==> config.mk <==
export PLATFORM = sky130hd
export DESIGN_NAME = uart_recv
export DESIGN_NICKNAME = d
export VERILOG_FILES = /design/src/rtl/uart_pkg.sv /design/src/rtl/uart_baud_div.sv /design/src/rtl/uart_recv.sv
export SDC_FILE = /design/constraint.sdc
export NUM_CORES = 1
export LEC_CHECK = 0
export BUFFER_PORTS_ARGS = -buffer_cell sky130_fd_sc_hd__buf_2
export CAP_MARGIN = 40
export CORE_MARGIN = 5
export CORE_UTILIZATION = 64
export CTS_CLUSTER_DIAMETER = 120
export DETAILED_ROUTE_END_ITERATION = 6
export GPL_ROUTABILITY_DRIVEN = 1
export PLACE_DENSITY = 0.84
export SYNTH_ARGS = -nofsm -noshare
export SYNTH_HDL_FRONTEND = slang
export SYNTH_SLANG_ARGS = --single-unit
==> constraint.sdc <==
create_clock -name clk -period 6.2 [get_ports clk]
set_input_delay 0.31 -clock clk [delete_from_list [all_inputs] [get_ports clk]]
set_output_delay 0.31 -clock clk [all_outputs]
set_load 0.02 [all_outputs]
==> src/rtl/uart_pkg.sv <==
// Shared UART definitions: receiver FSM states, baud-rate table and parity modes.
// Also used by the matching transmitter.
package uart_pkg;

  localparam int CNT_W = 20;

  typedef enum logic [2:0] {
    S_IDLE,
    S_START,
    S_DATA,
    S_CHECK,
    S_STOP
  } uart_state_t;

  typedef enum logic [1:0] {
    PAR_NONE     = 2'b00,
    PAR_ODD      = 2'b01,
    PAR_EVEN     = 2'b10,
    PAR_NONE_ALT = 2'b11
  } parity_mode_t;

  function automatic int baud_rate(input logic [2:0] mode);
    case (mode)
      3'd1:    return 19200;
      3'd2:    return 38400;
      3'd3:    return 115200;
      3'd4:    return 230400;
      3'd5:    return 460800;
      3'd6:    return 921600;
      default: return 9600;
    endcase
  endfunction

  function automatic logic [CNT_W-1:0] bit_period(input int clk_freq, input logic [2:0] mode);
    return CNT_W'(clk_freq / baud_rate(mode));
  endfunction

endpackage

==> src/rtl/uart_baud_div.sv <==
// Bit-timing down-counter: a restart loads the half period, after which the
// counter reloads with the full period every time it reaches zero.
module uart_baud_div
  import uart_pkg::*;
#(
  parameter int CLK_FREQ = 50000000
) (
  input  logic       clk,
  input  logic       rstn,
  input  logic       restart,
  input  logic [2:0] bps_mode,
  output logic       tick
);

  localparam logic [CNT_W-1:0] ONE = CNT_W'(1);

  logic [CNT_W-1:0] period_tab [8];
  logic [CNT_W-1:0] period_q;
  logic [CNT_W-1:0] cnt;

  // Loop bounds and CLK_FREQ are constant, so the whole table folds to constants.
  always_comb begin
    for (int i = 0; i < 8; i++) begin
      period_tab[i] = bit_period(CLK_FREQ, 3'(i));
    end
  end

  always_ff @(posedge clk or negedge rstn) begin
    if (!rstn) begin
      period_q <= '0;
      cnt      <= '0;
    end else if (restart) begin
      period_q <= period_tab[bps_mode];
      cnt      <= (period_tab[bps_mode] >> 1) - ONE;
    end else if (cnt == '0) begin
      cnt <= period_q - ONE;
    end else begin
      cnt <= cnt - ONE;
    end
  end

  assign tick = (cnt == '0);

endmodule

==> src/rtl/uart_recv.sv <==
// Configurable UART receiver: 1-16 data bits MSB first, optional parity,
// 1-4 stop bits, single-word holding register with overrun detection.
//
// state   | meaning
// IDLE    | waiting for a 1->0 edge on the armed, synchronized line
// START   | waiting half a bit to confirm the start bit
// DATA    | sampling data bits every bit period
// CHECK   | sampling the parity bit
// STOP    | sampling stop bits, then publishing the frame
module uart_recv
  import uart_pkg::*;
#(
  parameter int CLK_FREQ = 50000000
) (
  input  logic        clk,
  input  logic        rstn,
  input  logic [2:0]  bps_mode,
  input  logic [3:0]  data_num,
  input  logic [1:0]  check_mode,
  input  logic [1:0]  stop_num,
  input  logic        uart_rxd,
  input  logic        rx_ack,
  output logic        rx_valid,
  output logic [15:0] rx_data,
  output logic        parity_err,
  output logic        frame_err,
  output logic        overrun,
  output logic        rx_busy
);

  logic         rxd_meta;
  logic         rxd_sync;
  logic [1:0]   sync_fill;
  logic         armed;
  uart_state_t  state;
  logic [3:0]   bit_cnt;
  logic [3:0]   data_num_q;
  logic [1:0]   stop_num_q;
  parity_mode_t check_mode_q;
  logic [15:0]  shreg;
  logic         par_acc;
  logic         perr_acc;
  logic         ferr_acc;
  logic         tick;
  logic         start_edge;
  logic         ack_ok;

  always_ff @(posedge clk or negedge rstn) begin
    if (!rstn) begin
      rxd_meta  <= 1'b1;
      rxd_sync  <= 1'b1;
      sync_fill <= 2'b00;
    end else begin
      rxd_meta  <= uart_rxd;
      rxd_sync  <= rxd_meta;
      sync_fill <= {sync_fill[0], 1'b1};
    end
  end

  // Arming needs a genuine high sample, so a line held low through reset or
  // after a broken stop bit cannot fake a start edge.
  assign start_edge = (state == S_IDLE) && armed && !rxd_sync;
  assign ack_ok     = rx_ack && rx_valid;

  uart_baud_div #(
    .CLK_FREQ(CLK_FREQ)
  ) u_baud_div (
    .clk      (clk),
    .rstn     (rstn),
    .restart  (start_edge),
    .bps_mode (bps_mode),
    .tick     (tick)
  );

  always_ff @(posedge clk or negedge rstn) begin
    if (!rstn) begin
      state        <= S_IDLE;
      armed        <= 1'b0;
      bit_cnt      <= '0;
      data_num_q   <= '0;
      stop_num_q   <= '0;
      check_mode_q <= PAR_NONE;
      shreg        <= '0;
      par_acc      <= 1'b0;
      perr_acc     <= 1'b0;
      ferr_acc     <= 1'b0;
      rx_valid     <= 1'b0;
      rx_data      <= '0;
      parity_err   <= 1'b0;
      frame_err    <= 1'b0;
      overrun      <= 1'b0;
      rx_busy      <= 1'b0;
    end else begin
      if (ack_ok) begin
        rx_valid <= 1'b0;
        overrun  <= 1'b0;
      end
      case (state)
        S_IDLE: begin
          if (sync_fill[1] && rxd_sync) armed <= 1'b1;
          if (start_edge) begin
            state        <= S_START;
            armed        <= 1'b0;
            rx_busy      <= 1'b1;
            data_num_q   <= data_num;
            stop_num_q   <= stop_num;
            check_mode_q <= parity_mode_t'(check_mode);
          end
        end
        S_START: begin
          if (tick) begin
            if (!rxd_sync) begin
              state    <= S_DATA;
              bit_cnt  <= '0;
              shreg    <= '0;
              par_acc  <= 1'b0;
              perr_acc <= 1'b0;
              ferr_acc <= 1'b0;
            end else begin
              state   <= S_IDLE;
              rx_busy <= 1'b0;
            end
          end
        end
        S_DATA: begin
          if (tick) begin
            shreg   <= {shreg[14:0], rxd_sync};
            par_acc <= par_acc ^ rxd_sync;
            if (bit_cnt == data_num_q) begin
              bit_cnt <= '0;
              state   <= (check_mode_q == PAR_ODD || check_mode_q == PAR_EVEN) ? S_CHECK : S_STOP;
            end else begin
              bit_cnt <= bit_cnt + 4'd1;
            end
          end
        end
        S_CHECK: begin
          if (tick) begin
            perr_acc <= (check_mode_q == PAR_ODD) ? !(par_acc ^ rxd_sync) : (par_acc ^ rxd_sync);
            state    <= S_STOP;
          end
        end
        S_STOP: begin
          if (tick) begin
            if (!rxd_sync) ferr_acc <= 1'b1;
            if (bit_cnt == {2'b00, stop_num_q}) begin
              state      <= S_IDLE;
              rx_busy    <= 1'b0;
              rx_data    <= shreg;
              parity_err <= perr_acc;
              frame_err  <= ferr_acc | !rxd_sync;
              rx_valid   <= 1'b1;
              overrun    <= rx_valid && !rx_ack;
            end else begin
              bit_cnt <= bit_cnt + 4'd1;
            end
          end
        end
        default: begin
          state   <= S_IDLE;
          rx_busy <= 1'b0;
        end
      endcase
    end
  end

endmodule

==> metrics <==
outcome=finished clean; min-delay src=rx_ack; final routed DRC violation total=0; GR Util All Layers=a little under a quarter; Synth cell types=67; Max clock buf depth=2; placed cells=552; Worst R2R Start=state[1]; FF-to-FF setup slack=between 2 and 3 ns; largest net degree at the start of global routing=61; Hold EP=overrun; port bufs=35; largest family of logic cells by synthesized area=compound AO/OA/AOI/OAI gates; antenna viol nets, final=0; Final Instance Count excl. Fillers=between 500 and 600; core area=approximately 6900 um2; final hold violation count=0; clk_skew=slightly above 0.009 ns; sequential share of the synthesized area=between 50% and 60%; total gr overflow=0; Synth top area share=between 40% and 50%; row cnt=30; Worst-path clk slew=about 0.1 ns; #FFs+latches synth=just over 90; VDD IR max=0.000221 V; CTS tree=yes; Synth Flop Type=dfrtp_1; WS Path Type=reg2reg; max_slew headroom=roughly 50%; routability cong.=0.947; EDFF count, synth=0; cell taking the most area after synthesis=dfrtp_1; cell area after synthesis=4560 um2; Synth Instances=between 400 and 500; initial antenna violation count=0; Min Clock Period, post-route=around 3.5 ns; worst hold path type=in2reg; vias post-DR=approximately 3,400; boundary pin count=36; die width=94.4 um; vias in the first global route=~3,300; die span in y=approximately 94 um; cts bufs inserted=9; Overall Power=1.91 mW; Synth Area in Simple Gates=16.6%; worst-skew pair later-pin latency=approximately 0.38 ns; Post-Route WL=about 9.3 mm; share of layout cells above drive strength 1=about a fifth; Final Setup Violations=0; worst reg-to-reg path cell count=7; DIE AREA=about 9000 um2; CP arrival=~3.8 ns; accumulated negative setup slack=0 ns; Fmax achieved=approximately 290 MHz; hold path cells=2; max-cap violation count=0; n_diodes=0; Starting Density=66.4%; critical path fanouts, max=41; post-synthesis mux area share=5.82%; Worst Path Required=around 6.5 ns; Critical Path Start Type=register; WL/cell=16.2 um; Slew Limit Fails=0; fin crit share=a little under three fifths; initial DRC count=218; Detailed Place HPWL=approximately 6.7 mm; H-tree depth=3; async set-reset flop share out of synthesis=100%; Synth Area in XOR/XNOR=2.69%; power density cells=380 nW/um2; Root Buffer=clkbuf_8; syn nets=~460; drt first pass iters=5; Clock Sink Count=between 90 and 100; Ys Warns=0; Worst-Margin Slew=between 0.7 and 0.8 ns; Synth area leaders=dfrtp_1 (49%), nand2_1 (5.8%), mux2_2 (4.9%), a22o_1 (2.9%), ha_1 (2.5%); Nets=between 400 and 500; post-synthesis adder-cell area fraction=2.47%; RSZ-0062 raised after global routing=no; first-pass GRT wire length=15.8 mm; DR vias/cell=just over 6; Critical Path Sink Type=register; area grow syn2layout=10.0%; Reg2Reg Capture Point=u_baud_div.cnt[17]; Leak=between 2 and 2.5 nW; mean area per synthesized cell=around 10 um2; Synth Area in Compound Gates=between 10% and 20%
-- metrics by stage --
stage	utilization [%]	hold WS [ns]	instance area [um2]	setup slack, ns
after floorplan	-	0.0144	4560	3.16
after global placement	69.3	0.270	4760	2.82
after detailed placement	69.6	0.274	4780	2.77
after CTS	72.9	0.0211	5010	2.76
after global routing	73.1	0.105	5020	2.39
final	73.1	0.114	5020	2.72
-- power breakdown --
group | internal [mW] | total, mW | switching [mW]
Combinational | 0.256 | 0.599 | 0.343
Clock | 0.197 | 0.427 | 0.230
Sequential | 0.736 | 0.882 | 0.146
Total | 1.19 | 1.91 | 0.719
-- placed cells by master (no fill, tap or decap), types with 5 or more instances in the layout --
cell type  instances
xor2_1             6
a21o_1             5
ha_1               9
nor2_1            24
buf_2             34
nand2_1           71
inv_1             12
a22o_1            15
nand4_1            6
dfrtp_1           90
a31oi_1            6
buf_4              5
xnor2_1            8
o21ai_0           18
nand3_1            9
nor3_1            12
clkbuf_8           9
a21oi_1           18
o21a_1             6
mux2_2            20
-- how the worst max path moves through the flow --
| stage | from | end | slack [ns] |
|---|---|---|---|
| after floorplan | state[2] | u_baud_div.cnt[8] | 3.16 |
| after global placement | state[1] | u_baud_div.cnt[15] | 2.82 |
| after detailed placement | state[1] | u_baud_div.cnt[17] | 2.77 |
| after CTS | state[1] | u_baud_div.cnt[17] | 2.76 |
| after global routing | state[1] | u_baud_div.cnt[19] | 2.39 |
| final | state[1] | u_baud_div.cnt[17] | 2.72 |
-- logic make-up after synthesis --
logic type | Yosys count
buf+inv | 34
mux | 24
other cells | 1
compound gates | 109
flops | 92
fa+ha+maj | 9
simple gates | 155
xor+xnor | 14
-- state kept, by name (all words and copies together) (netlist names) --
signal               cells
armed                    1
bit_cnt                  4
check_mode_q             2
data_num_q               4
ferr_acc                 1
frame_err                1
overrun                  1
par_acc                  1
parity_err               1
perr_acc                 1
rx_busy                  1
rx_data                 16
rx_valid                 1
rxd_meta                 1
rxd_sync                 1
shreg                   16
state                    3
stop_num_q               2
sync_fill                2
u_baud_div.cnt          20
u_baud_div.period_q     12
-- cell usage after synthesis, drive strengths merged (5+ instances only) --
cell     n
nor4     5
nor2    24
nand4    6
a31oi    6
xnor2    8
mux2    20
a21oi   19
o21a     6
dfrtp   90
nand2   73
a21o     5
buf     13
and2     5
ha       9
inv     12
nand3   10
xor2     6
clkbuf   9
o21ai   19
o31ai    5
a22o    15
nor3    14
-- worst max-delay path, stage by stage, from the launching register on --
cell     delay, ns
dfrtp_1       0.55
nor4_4        0.58
nand2_2       0.55
and2_1        0.35
a221o_1       0.37
nor3_2        0.52
nand3_1       0.15
a32o_1        0.29
-- per-layer routing --
layer	track usage, %	routed length [um]	vias up
met3	5.18	484	24
met1	30.6	4100	1660
met2	35.7	4420	109
met4	11.1	253	0
met5	0	0	-
li1	-	-	1648
-- cell type report --
| class | instances | area (um2) |
|---|---|---|
| flip-flops and latches | 92 | 2300 |
| multi-input cells | 312 | 2090 |
| fillers | 509 | 1850 |
| repair buffers | 42 | 243 |
| clock buffers | 9 | 124 |
| well taps | 96 | 120 |
| clock inverters | 7 | 93.8 |
| inverters | 12 | 45.0 |
-- what timing repair did --
action | in CTS | in global routing
hold buffers | 1 | 1
hold endpoints to repair | 32 | 1
gates resized for setup | 0 | 0
setup buffers | 0 | 0
Power figures use the tool's default switching activity.
